`src/rtl/ldpc_hard_decision_out.sv`:
```
// ---------------------------------------------------------------------------
// ldpc_hard_decision_out
//   Output end of the LDPC decoder. Captures the final posterior LLR vector
//   (unsigned Q5.10 magnitude plus a separate sign bit) together with the
//   original noisy key, makes the hard decision per bit and streams the
//   corrected key out in OUT_W-bit beats. After the last beat it publishes
//   the number of flipped bits and of low-confidence bits.
//
// Ports
//   clk        in   clock, all state updates on the rising edge
//   rst_n      in   asynchronous active-low reset
//   in_valid   in   a block is present on x_i / llr_mag / llr_sign
//   in_ready   out  the block can be accepted (IDLE)
//   x_i        in   N   original noisy sifted key
//   llr_mag    in   N*LLR_W posterior magnitudes, bit i at [i*LLR_W +: LLR_W]
//   llr_sign   in   N   posterior signs, 1 = negative LLR
//   out_valid  out  out_data holds a beat
//   out_ready  in   downstream accepts the beat
//   out_data   out  OUT_W corrected key bits, beat k = bits [k*OUT_W +: OUT_W]
//   out_last   out  final beat of the block
//   err_count  out  7   bits flipped relative to x_i in the last block
//   low_count  out  7   low-confidence bits in the last block
//   done       out  one-cycle pulse when err_count/low_count update
// ---------------------------------------------------------------------------
module ldpc_hard_decision_out #(
  parameter int               N          = 100,
  parameter int               LLR_W      = 15,
  parameter int               OUT_W      = 10,
  parameter logic [LLR_W-1:0] LOWCONF_TH = 15'd512
) (
  input  logic                 clk,
  input  logic                 rst_n,
  input  logic                 in_valid,
  output logic                 in_ready,
  input  logic [N-1:0]         x_i,
  input  logic [N*LLR_W-1:0]   llr_mag,
  input  logic [N-1:0]         llr_sign,
  output logic                 out_valid,
  input  logic                 out_ready,
  output logic [OUT_W-1:0]     out_data,
  output logic                 out_last,
  output logic [6:0]           err_count,
  output logic [6:0]           low_count,
  output logic                 done
);

  localparam int NB = N / OUT_W;
  localparam int BW = (NB > 1) ? $clog2(NB) : 1;

  typedef enum logic {IDLE = 1'b0, SEND = 1'b1} state_t;

  state_t             state_r, state_nxt;
  logic [N-1:0]       x_r, sign_r;
  logic [N*LLR_W-1:0] mag_r;
  logic [BW-1:0]      beat_cnt_r;
  logic [6:0]         flip_acc_r, low_acc_r, err_count_r, low_count_r;
  logic               done_r;

  logic [N-1:0]       dec_s, flip_s, low_s;
  logic [OUT_W-1:0]   beat_dec_s, beat_flip_s, beat_low_s;
  logic [6:0]         beat_flip_cnt_s, beat_low_cnt_s;
  logic               last_beat_s, accept_s, beat_hs_s;

  // Population count of one beat; result fits in 7 bits for any OUT_W <= N.
  function automatic logic [6:0] popcount(input logic [OUT_W-1:0] v);
    logic [6:0] c;
    c = 7'd0;
    for (int i = 0; i < OUT_W; i++) begin
      c = c + {6'd0, v[i]};
    end
    return c;
  endfunction

  // Per-bit hard decision from captured state; a zero magnitude keeps the channel bit.
  always_comb begin
    dec_s  = '0;
    flip_s = '0;
    low_s  = '0;
    for (int i = 0; i < N; i++) begin
      if (mag_r[i*LLR_W +: LLR_W] != {LLR_W{1'b0}}) begin
        dec_s[i] = sign_r[i];
      end else begin
        dec_s[i] = x_r[i];
      end
      flip_s[i] = dec_s[i] ^ x_r[i];
      low_s[i]  = (mag_r[i*LLR_W +: LLR_W] < LOWCONF_TH);
    end
  end

  // Select the current beat and count its flips and low-confidence bits.
  always_comb begin
    beat_dec_s      = dec_s[int'(beat_cnt_r)*OUT_W +: OUT_W];
    beat_flip_s     = flip_s[int'(beat_cnt_r)*OUT_W +: OUT_W];
    beat_low_s      = low_s[int'(beat_cnt_r)*OUT_W +: OUT_W];
    beat_flip_cnt_s = popcount(beat_flip_s);
    beat_low_cnt_s  = popcount(beat_low_s);
    last_beat_s     = (beat_cnt_r == BW'(NB - 1));
  end

  // Next-state logic and handshake outputs decoded from the state register.
  always_comb begin
    state_nxt = state_r;
    in_ready  = 1'b0;
    out_valid = 1'b0;
    case (state_r)
      IDLE: begin
        in_ready = 1'b1;
        if (in_valid) begin
          state_nxt = SEND;
        end else begin
          state_nxt = IDLE;
        end
      end
      SEND: begin
        out_valid = 1'b1;
        if (out_ready && last_beat_s) begin
          state_nxt = IDLE;
        end else begin
          state_nxt = SEND;
        end
      end
      default: begin
        state_nxt = IDLE;
      end
    endcase
  end

  assign accept_s  = in_valid && in_ready;
  assign beat_hs_s = out_valid && out_ready;

  // Beat payload is forced to zero outside SEND so stale decisions never leak.
  always_comb begin
    if (state_r == SEND) begin
      out_data = beat_dec_s;
      out_last = last_beat_s;
    end else begin
      out_data = '0;
      out_last = 1'b0;
    end
  end

  // State register.
  always_ff @(posedge clk or negedge rst_n) begin
    if (!rst_n) begin
      state_r <= IDLE;
    end else begin
      state_r <= state_nxt;
    end
  end

  // Capture, beat counting, accumulation and count publication.
  always_ff @(posedge clk or negedge rst_n) begin
    if (!rst_n) begin
      x_r         <= '0;
      sign_r      <= '0;
      mag_r       <= '0;
      beat_cnt_r  <= '0;
      flip_acc_r  <= 7'd0;
      low_acc_r   <= 7'd0;
      err_count_r <= 7'd0;
      low_count_r <= 7'd0;
      done_r      <= 1'b0;
    end else begin
      done_r <= 1'b0;
      if (accept_s) begin
        x_r        <= x_i;
        sign_r     <= llr_sign;
        mag_r      <= llr_mag;
        beat_cnt_r <= '0;
        flip_acc_r <= 7'd0;
        low_acc_r  <= 7'd0;
      end else if (beat_hs_s) begin
        flip_acc_r <= flip_acc_r + beat_flip_cnt_s;
        low_acc_r  <= low_acc_r + beat_low_cnt_s;
        beat_cnt_r <= beat_cnt_r + BW'(1);
        if (last_beat_s) begin
          err_count_r <= flip_acc_r + beat_flip_cnt_s;
          low_count_r <= low_acc_r + beat_low_cnt_s;
          done_r      <= 1'b1;
        end else begin
          done_r <= 1'b0;
        end
      end else begin
        beat_cnt_r <= beat_cnt_r;
      end
    end
  end

  assign err_count = err_count_r;
  assign low_count = low_count_r;
  assign done      = done_r;

endmodule

```
`config.mk`:
```
export PLATFORM = sky130hd
export DESIGN_NAME = ldpc_hard_decision_out
export DESIGN_NICKNAME = d
export VERILOG_FILES = /design/src/rtl/ldpc_hard_decision_out.sv
export SDC_FILE = /design/constraint.sdc
export NUM_CORES = 2
export LEC_CHECK = 0
export ABC_AREA = 1
export CAP_MARGIN = 20
export CORE_AREA = 2 2 679 681
export DETAILED_ROUTE_END_ITERATION = 6
export DIE_AREA = 0 0 681 683
export GPL_TIMING_DRIVEN = 0
export SLEW_MARGIN = 20
export SYNTH_ARGS = -nofsm -noshare
export SYNTH_HDL_FRONTEND = slang
export SYNTH_SLANG_ARGS = --single-unit
```
`constraint.sdc`:
```
create_clock -name clk -period 6.1 [get_ports clk]
set_clock_uncertainty 0.15 [all_clocks]
set_input_delay 1.22 -clock clk [delete_from_list [all_inputs] [get_ports clk]]
set_output_delay 1.22 -clock clk [all_outputs]
set_load 0.02 [all_outputs]
```
# --- Word-level counts from Yosys, hierarchy flattened ---
# Cells that the tools add are included.
totals:
  input_bits: 1704
  ff_bits: 1734
  output_inout_bits: 28
  word_cells: 459
classes:
  n_reduce_logical: 105
  eq_ne: 1
  n_mux: 116
  addsub: 21
  shifts: 3
  order_cmp: 100
  n_bitwise: 102
  n_mul: 1
op_table:
  columns: ["operator", "n"]
  rows:
  - ["less-than comparator 15 x 10 -> 1 bit, second input constant", 100]
  - ["nonzero test 15 bit", 100]
  - ["indexed part select 100 x 32 -> 10 bit", 2]
  - ["2-to-1 mux 1 bit", 108]
  - ["indexed part select 100 x 9 -> 10 bit", 1]
  - ["bitwise XOR 1 bit", 100]
  - ["adder 7 x 1 -> 7 bit", 6]
  - ["2-to-1 mux 7 bit", 4]
  - ["adder 6 x 1 -> 7 bit", 2]
  - ["adder 7 bit", 2]
  - ["adder 5 x 1 -> 6 bit", 2]
  - ["adder 4 x 1 -> 5 bit", 2]
  - ["2-to-1 mux 10 bit", 1]
  - ["adder 3 x 1 -> 4 bit", 2]
  - ["2-to-1 mux 4 bit", 2]
  - ["multiplier 4 x 3 -> 7 bit, second input constant", 1]
  - ["adder 2 x 1 -> 3 bit", 2]
  - ["adder 1 x 1 -> 2 bit", 2]
  - ["adder 4 x 1 -> 4 bit, second input constant", 1]
  - ["== test 4 bit, second input constant", 1]
  - ["logical AND 1 bit", 3]
  - ["AND reduction 3 bit", 1]
  - ["inverter 1 bit", 2]
  - ["case mux 1 bit (2 select lines)", 1]
  - ["nonzero test 2 bit", 1]

# --- Longest topological paths before layout ---
logic_depth:
  ltp_word: 16
  depth_mapped: 26
  depth_no_buf: 26

# --- Least setup slack after synthesis ---
# Ideal clock, no wire load.
synth_timing:
  path_type: "register to register"
  startpoint: "reg mag_r[1203]"
  endpoint: "reg err_count_r[6], in the netlist err_count[6]"
  required_time_ns: 5.867
  stages_incl_launch_ff: 22
  t_arrival_ns: 4.505
  slack_ns: 1.362
  period_less_slack_ns: 4.738
  cell_sequence: "dfrtp_1 -> or2_2 -> nor4_1 -> nand2_1 -> nand2_1 -> nand2_1 -> nand2_1 -> a21oi_1 -> nand2_1 -> nand2_1 -> fa_1 -> fa_1 -> inv_1 -> fa_1 -> fa_1 -> fa_1 -> o21ai_0 -> nand2_1 -> nor2_1 -> xor2_1 -> nand2_1 -> o21ai_0"
synth_via:
  elab_chain_cells: 14
synth_lines:
  columns: ["element", "line", "source"]
  rows:
  - ["from (decl)", "54", "logic [N*LLR_W-1:0] mag_r;"]
  - ["from (signal assigned)", "168", "mag_r <= llr_mag;"]
  - ["nonzero test 15 bit *", "80", "if (mag_r[i*LLR_W +: LLR_W] != {LLR_W{1'b0}}) begin"]
  - ["2-to-1 mux 1 bit *", "80", null]
  - ["bitwise XOR 1 bit *", "85", "flip_s[i] = dec_s[i] ^ x_r[i];"]
  - ["indexed part select 100 x 32 -> 10 bit *", "93", "beat_flip_s = flip_s[int'(beat_cnt_r)*OUT_W +: OUT_W];"]
  - ["adder 1 x 1 -> 2 bit", "69", "c = c + {6'd0, v[i]};"]
  - ["adder 2 x 1 -> 3 bit", "69", null]
  - ["adder 3 x 1 -> 4 bit", "69", null]
  - ["adder 4 x 1 -> 5 bit", "69", null]
  - ["adder 5 x 1 -> 6 bit", "69", null]
  - ["adder 6 x 1 -> 7 bit", "69", null]
  - ["adder 7 x 1 -> 7 bit", "69", null]
  - ["adder 7 x 1 -> 7 bit * (2 in a row)", "69", null]
  - ["adder 7 bit *", "177", "err_count_r <= flip_acc_r + beat_flip_cnt_s;"]
  - ["to (signal assigned)", "177", null]
  - ["to (decl)", "56", "logic [6:0] flip_acc_r, low_acc_r, err_count_r, low_count_r;"]
# Mark *: on every way between the ends. The rest lies on a longest branch, timed or not.
# A chain may end at the register's enable or synchronous reset.

# --- Worst setup path in the final report ---
layout_timing:
  startpoint: "reg mag_r[635]"
  endpoint: "out out_data[2]"
layout_via:
  elab_chain_cells: 4
layout_lines:
  columns: ["element", "line", "source"]
  rows:
  - ["nonzero test 15 bit", "80", null]
  - ["2-to-1 mux 1 bit", "80", null]
  - ["indexed part select 100 x 32 -> 10 bit", "92", "beat_dec_s = dec_s[int'(beat_cnt_r)*OUT_W +: OUT_W];"]
  - ["2-to-1 mux 10 bit", "133", "if (state_r == SEND) begin"]
  - ["to (decl)", "40", "output logic [OUT_W-1:0] out_data,"]
# No other way between the ends.

==> results.sh <==
export IMPL_avgSynthCellArea_sq_um=11.3
export IMPL_timing_setup_critical_path_class="flip-flop to output pin"
export IMPL_crit_chain="nor2_1 -> nand2_1 -> nor2_1 -> nand2_1 -> nand2_1 -> nand3_1 -> nand3_2 -> nand2_2 -> nand2_1 -> nand3_1 -> a21oi_1 -> clkdlybuf4s50_1"
export IMPL_synth_most_common_cell="dfrtp_1"
export IMPL_worst_hold_slack_ns=0.166
export IMPL_post_place_cells=14649
export IMPL_critical_path_startpoint_type="flip-flop"
export IMPL_ir_worst_vdd_uv=635
export IMPL_worstReg2RegStart="beat_cnt_r[0]"
export IMPL_cp_data_required_time_ns=4.73
export IMPL_finalCriticalPeriod_ns=6.07
export IMPL_syn_nets=8443
export IMPL_hpwlAfterDp_um=376000
export IMPL_grt_first_pass_wirelength_um=572000
export IMPL_finalHoldViolations=0
export IMPL_cts_htree_levels=4
export IMPL_io_buffers=1731
export IMPL_globalRouteTotalUtil_pct=18.6
export IMPL_die_height_um=683
export IMPL_synth_ff_latch_count=1734
export IMPL_mappedNetlistArea_sq_um=76100
export IMPL_clock_tree_root_cell="clkbuf_16"
export IMPL_floorplan_rows=249
export IMPL_cts_made_buffers=212
export IMPL_detail_route_antenna_nets=0
export IMPL_critical_path_most_common_cell="nand2_1"
export IMPL_worst_setup_end_kind="output pin"
export IMPL_total_number_of_vias=60550
export IMPL_fp_dieW_um=681
export IMPL_drtPass1Iterations=6
export IMPL_yosys_warnings=0
export IMPL_grt_max_degree=137
export IMPL_wl_um=449000
export IMPL_worst_r2r_endpoint="err_count[6]"
export IMPL_hold_class="primary input to async pin"
export IMPL_gpl_final_weighted_congestion=0.911
export IMPL_net_count_of_the_finished_layout=10455
export IMPL_wl_per_cell_um=29.6
export IMPL_critPathMaxFanout=3
export IMPL_max_cap_violations=0
export IMPL_number_of_enable_flip_flop_cells_after_synthesis=0
export IMPL_grt_overflow=0
export IMPL_floorplan_initialDensity_pct=16.6
export IMPL_dieArea_sq_um=465000
export IMPL_synth_yosys_seq_area_share_pct=57.0
export IMPL_crit_path_top_delay_cell="clkdlybuf4s50_1"
export IMPL_post_route_period_util_pct=99.6
export IMPL_outcome="finished, final reports clean"
export IMPL_ys_dominant_reg_cell="dfrtp_1"
export IMPL_route_detailed_drc=0
export IMPL_total_power_mw=56.7
export IMPL_synth_cell_types=38
export IMPL_worst_pin_slew_ns=1.19
export IMPL_power_static_leakage_nw=47.1
export IMPL_drt_via_density=3.99
export IMPL_clkTransAtPathRegs_ns=0.06
export IMPL_setup_violations=0
export IMPL_antenna_violations_before_repair=211
export IMPL_synth_cells=6713
export IMPL_drive_gt1_share_pct=26.1
export IMPL_timing_max_slew_rel_slack_pct=20.2
export IMPL_stdcell_count=15181
export IMPL_ff2ff_setup_slack_ns=0.11
export IMPL_first_global_vias=60728
export IMPL_synth_top_cells_by_count="dfrtp_1, mux2_2, nor2_1"
export IMPL_fmax_mhz=165
export IMPL_worst_skew_pair_late_latency_ns=0.94
export IMPL_power_density_nw_per_um2=511
export IMPL_areaGrowthSynthToFinish_pct=45.8
export IMPL_floorplan_core_area_sq_um=458000
export IMPL_cp_arrival_ns=4.70
export IMPL_clock_path_buffers=4
export IMPL_count_of_filler_cells_inserted_in_the_layout=48807
export IMPL_cts_sink_count=1734
export IMPL_first_iter_violations=4942
export IMPL_rsz0062_at_grt="true"
export IMPL_tritoncts="done"
export IMPL_design_portCount=1732
export IMPL_async_reset_ff_share_pct=100
export IMPL_finalMaxSlewViolations=0
export IMPL_synth_top_area_share_pct=57.0
export IMPL_cts_hold_fix_buffers=0
export IMPL_slowest_delay_ns=0.73
export IMPL_synth_top_area_cell="dfrtp_1"
export IMPL_worstRegToRegCells=22
export IMPL_yosys_top_cells_area="dfrtp_1, mux2_2, nor2_1"
[worst max-delay path, delay by kind of cell, from the launching register on]
family	cells	cell delay, ns
AOI/OAI and AO/OA	1	0.43
buffers and inverters	1	0.73
DFF	1	0.37
and+or+nand+nor	10	2.24
[layer usage]
layer  up-vias  wire [um]  track usage, %
met3       625      42600            6.32
met1     30309     170000            21.5
met4        90      19300            7.41
met2      2533     217000            31.5
li1      26993          -               -
met5         -        603               0
[what timing repair did]
action	4_1_cts	5_1_grt
setup buffers	10	1
pin swaps	9	5
gates cloned	0	0
endpoints found under the setup margin	39	16
gates resized for setup	175	35
hold endpoints to repair	0	0
[area by class of cell]
type | count | area [sq um] | area share [%]
antenna | 133 | 333 | 0.300
buffer | 272 | 1990 | 1.79
clock buffer | 303 | 6080 | 5.48
clock inverter | 85 | 1160 | 1.05
inverter | 279 | 1060 | 0.956
multi-input combinational | 4427 | 30800 | 27.8
sequential | 1734 | 43400 | 39.1
tap | 6149 | 7690 | 6.93
timing repair buffer | 1799 | 18400 | 16.6
[how the worst max path moves through the flow]
| stage | start | endpoint | slack, ns | cells after the start |
|---|---|---|---|---|
| final | mag_r[635] | out_data[2] | 0.03 | 12 |
| after floorplan | mag_r[1203] | err_count[6] | 1.36 | 21 |
| after global placement | rst_n | mag_r[932] | -81.59 | 1 |
| after global routing | beat_cnt_r[0] | err_count[6] | -0.01 | 22 |
| after CTS | beat_cnt_r[0] | low_count[6] | -0.06 | 21 |
| after detailed placement | beat_cnt_r[1] | low_count[6] | -1.84 | 22 |
[registers in the layout, summed over array words and instances (netlist names)]
signal / flops
done: 1
x_r: 100
sign_r: 100
flip_acc_r: 7
low_count: 7
err_count: 7
low_acc_r: 7
mag_r: 1500
beat_cnt_r: 4
state_r: 1
[cell usage in the layout, fill, tap and decap left out, drive strengths merged]
cell / synthesis / routed
o221ai: 21 / 21
a32oi: 1 / 1
o22ai: 2 / 2
o41ai: 10 / 10
or3: 1 / 1
o31ai: 7 / 7
xor2: 2 / 2
buf: 244 / 310
nor4: 49 / 49
inv: 278 / 290
clkdlybuf4s50: 0 / 1727
nand2: 729 / 729
nor2: 1069 / 1069
diode: 0 / 133
a41oi: 1 / 1
bufinv: 0 / 17
mux2: 1473 / 1473
nand4: 16 / 16
clkinvlp: 0 / 12
o21ai: 59 / 59
a21oi: 265 / 265
xnor2: 3 / 3
fa: 14 / 14
nand3b: 60 / 60
o211ai: 22 / 22
clkinv: 1 / 45
ha: 12 / 12
or2: 28 / 28
nor3: 31 / 31
or4: 1 / 1
clkbuf: 29 / 334
dfrtp: 1734 / 1734
nand3: 550 / 550
dlygate4sd2: 0 / 3
o2111ai: 1 / 1
[through the flow]
stage	utilization, %	setup WS [ns]	area (sq um)	TNS [ns]
CTS	24.1	-0.0611	110000	-0.0611
global placement	22.1	-81.59	101000	-
detailed placement	22.3	-1.84	102000	-37.32
floorplan	-	1.36	76100	0
global route	24.2	-0.0115	111000	-0.0229
finish	24.2	0.0274	111000	0
[power breakdown]
part | leakage (nW) | internal [mW] | switching (mW)
combinational | 22.6 | 9.40 | 13.6
clock | 3.52 | 7.71 | 5.60
sequential | 21.0 | 17.0 | 3.34
total | 47.1 | 34.1 | 22.5
[kinds of logic (layout without fill, tap and decap cells)]
| group | count (synthesis) | in the layout | synth area share [%] |
|---|---|---|---|
| multiplexers | 1473 | 1473 | 21.8 |
| buffers and inverters | 552 | 2738 | 3.59 |
| XOR/XNOR | 5 | 5 | 0.0576 |
| flip-flops | 1734 | 1734 | 57.0 |
| AO/OA/AOI/OAI | 389 | 389 | 2.82 |
| other | 0 | 133 | 0 |
| adder cells (fa/ha/maj) | 26 | 26 | 0.566 |
| AND/OR/NAND/NOR | 2534 | 2534 | 14.1 |
Power figures use the tool's default switching activity.
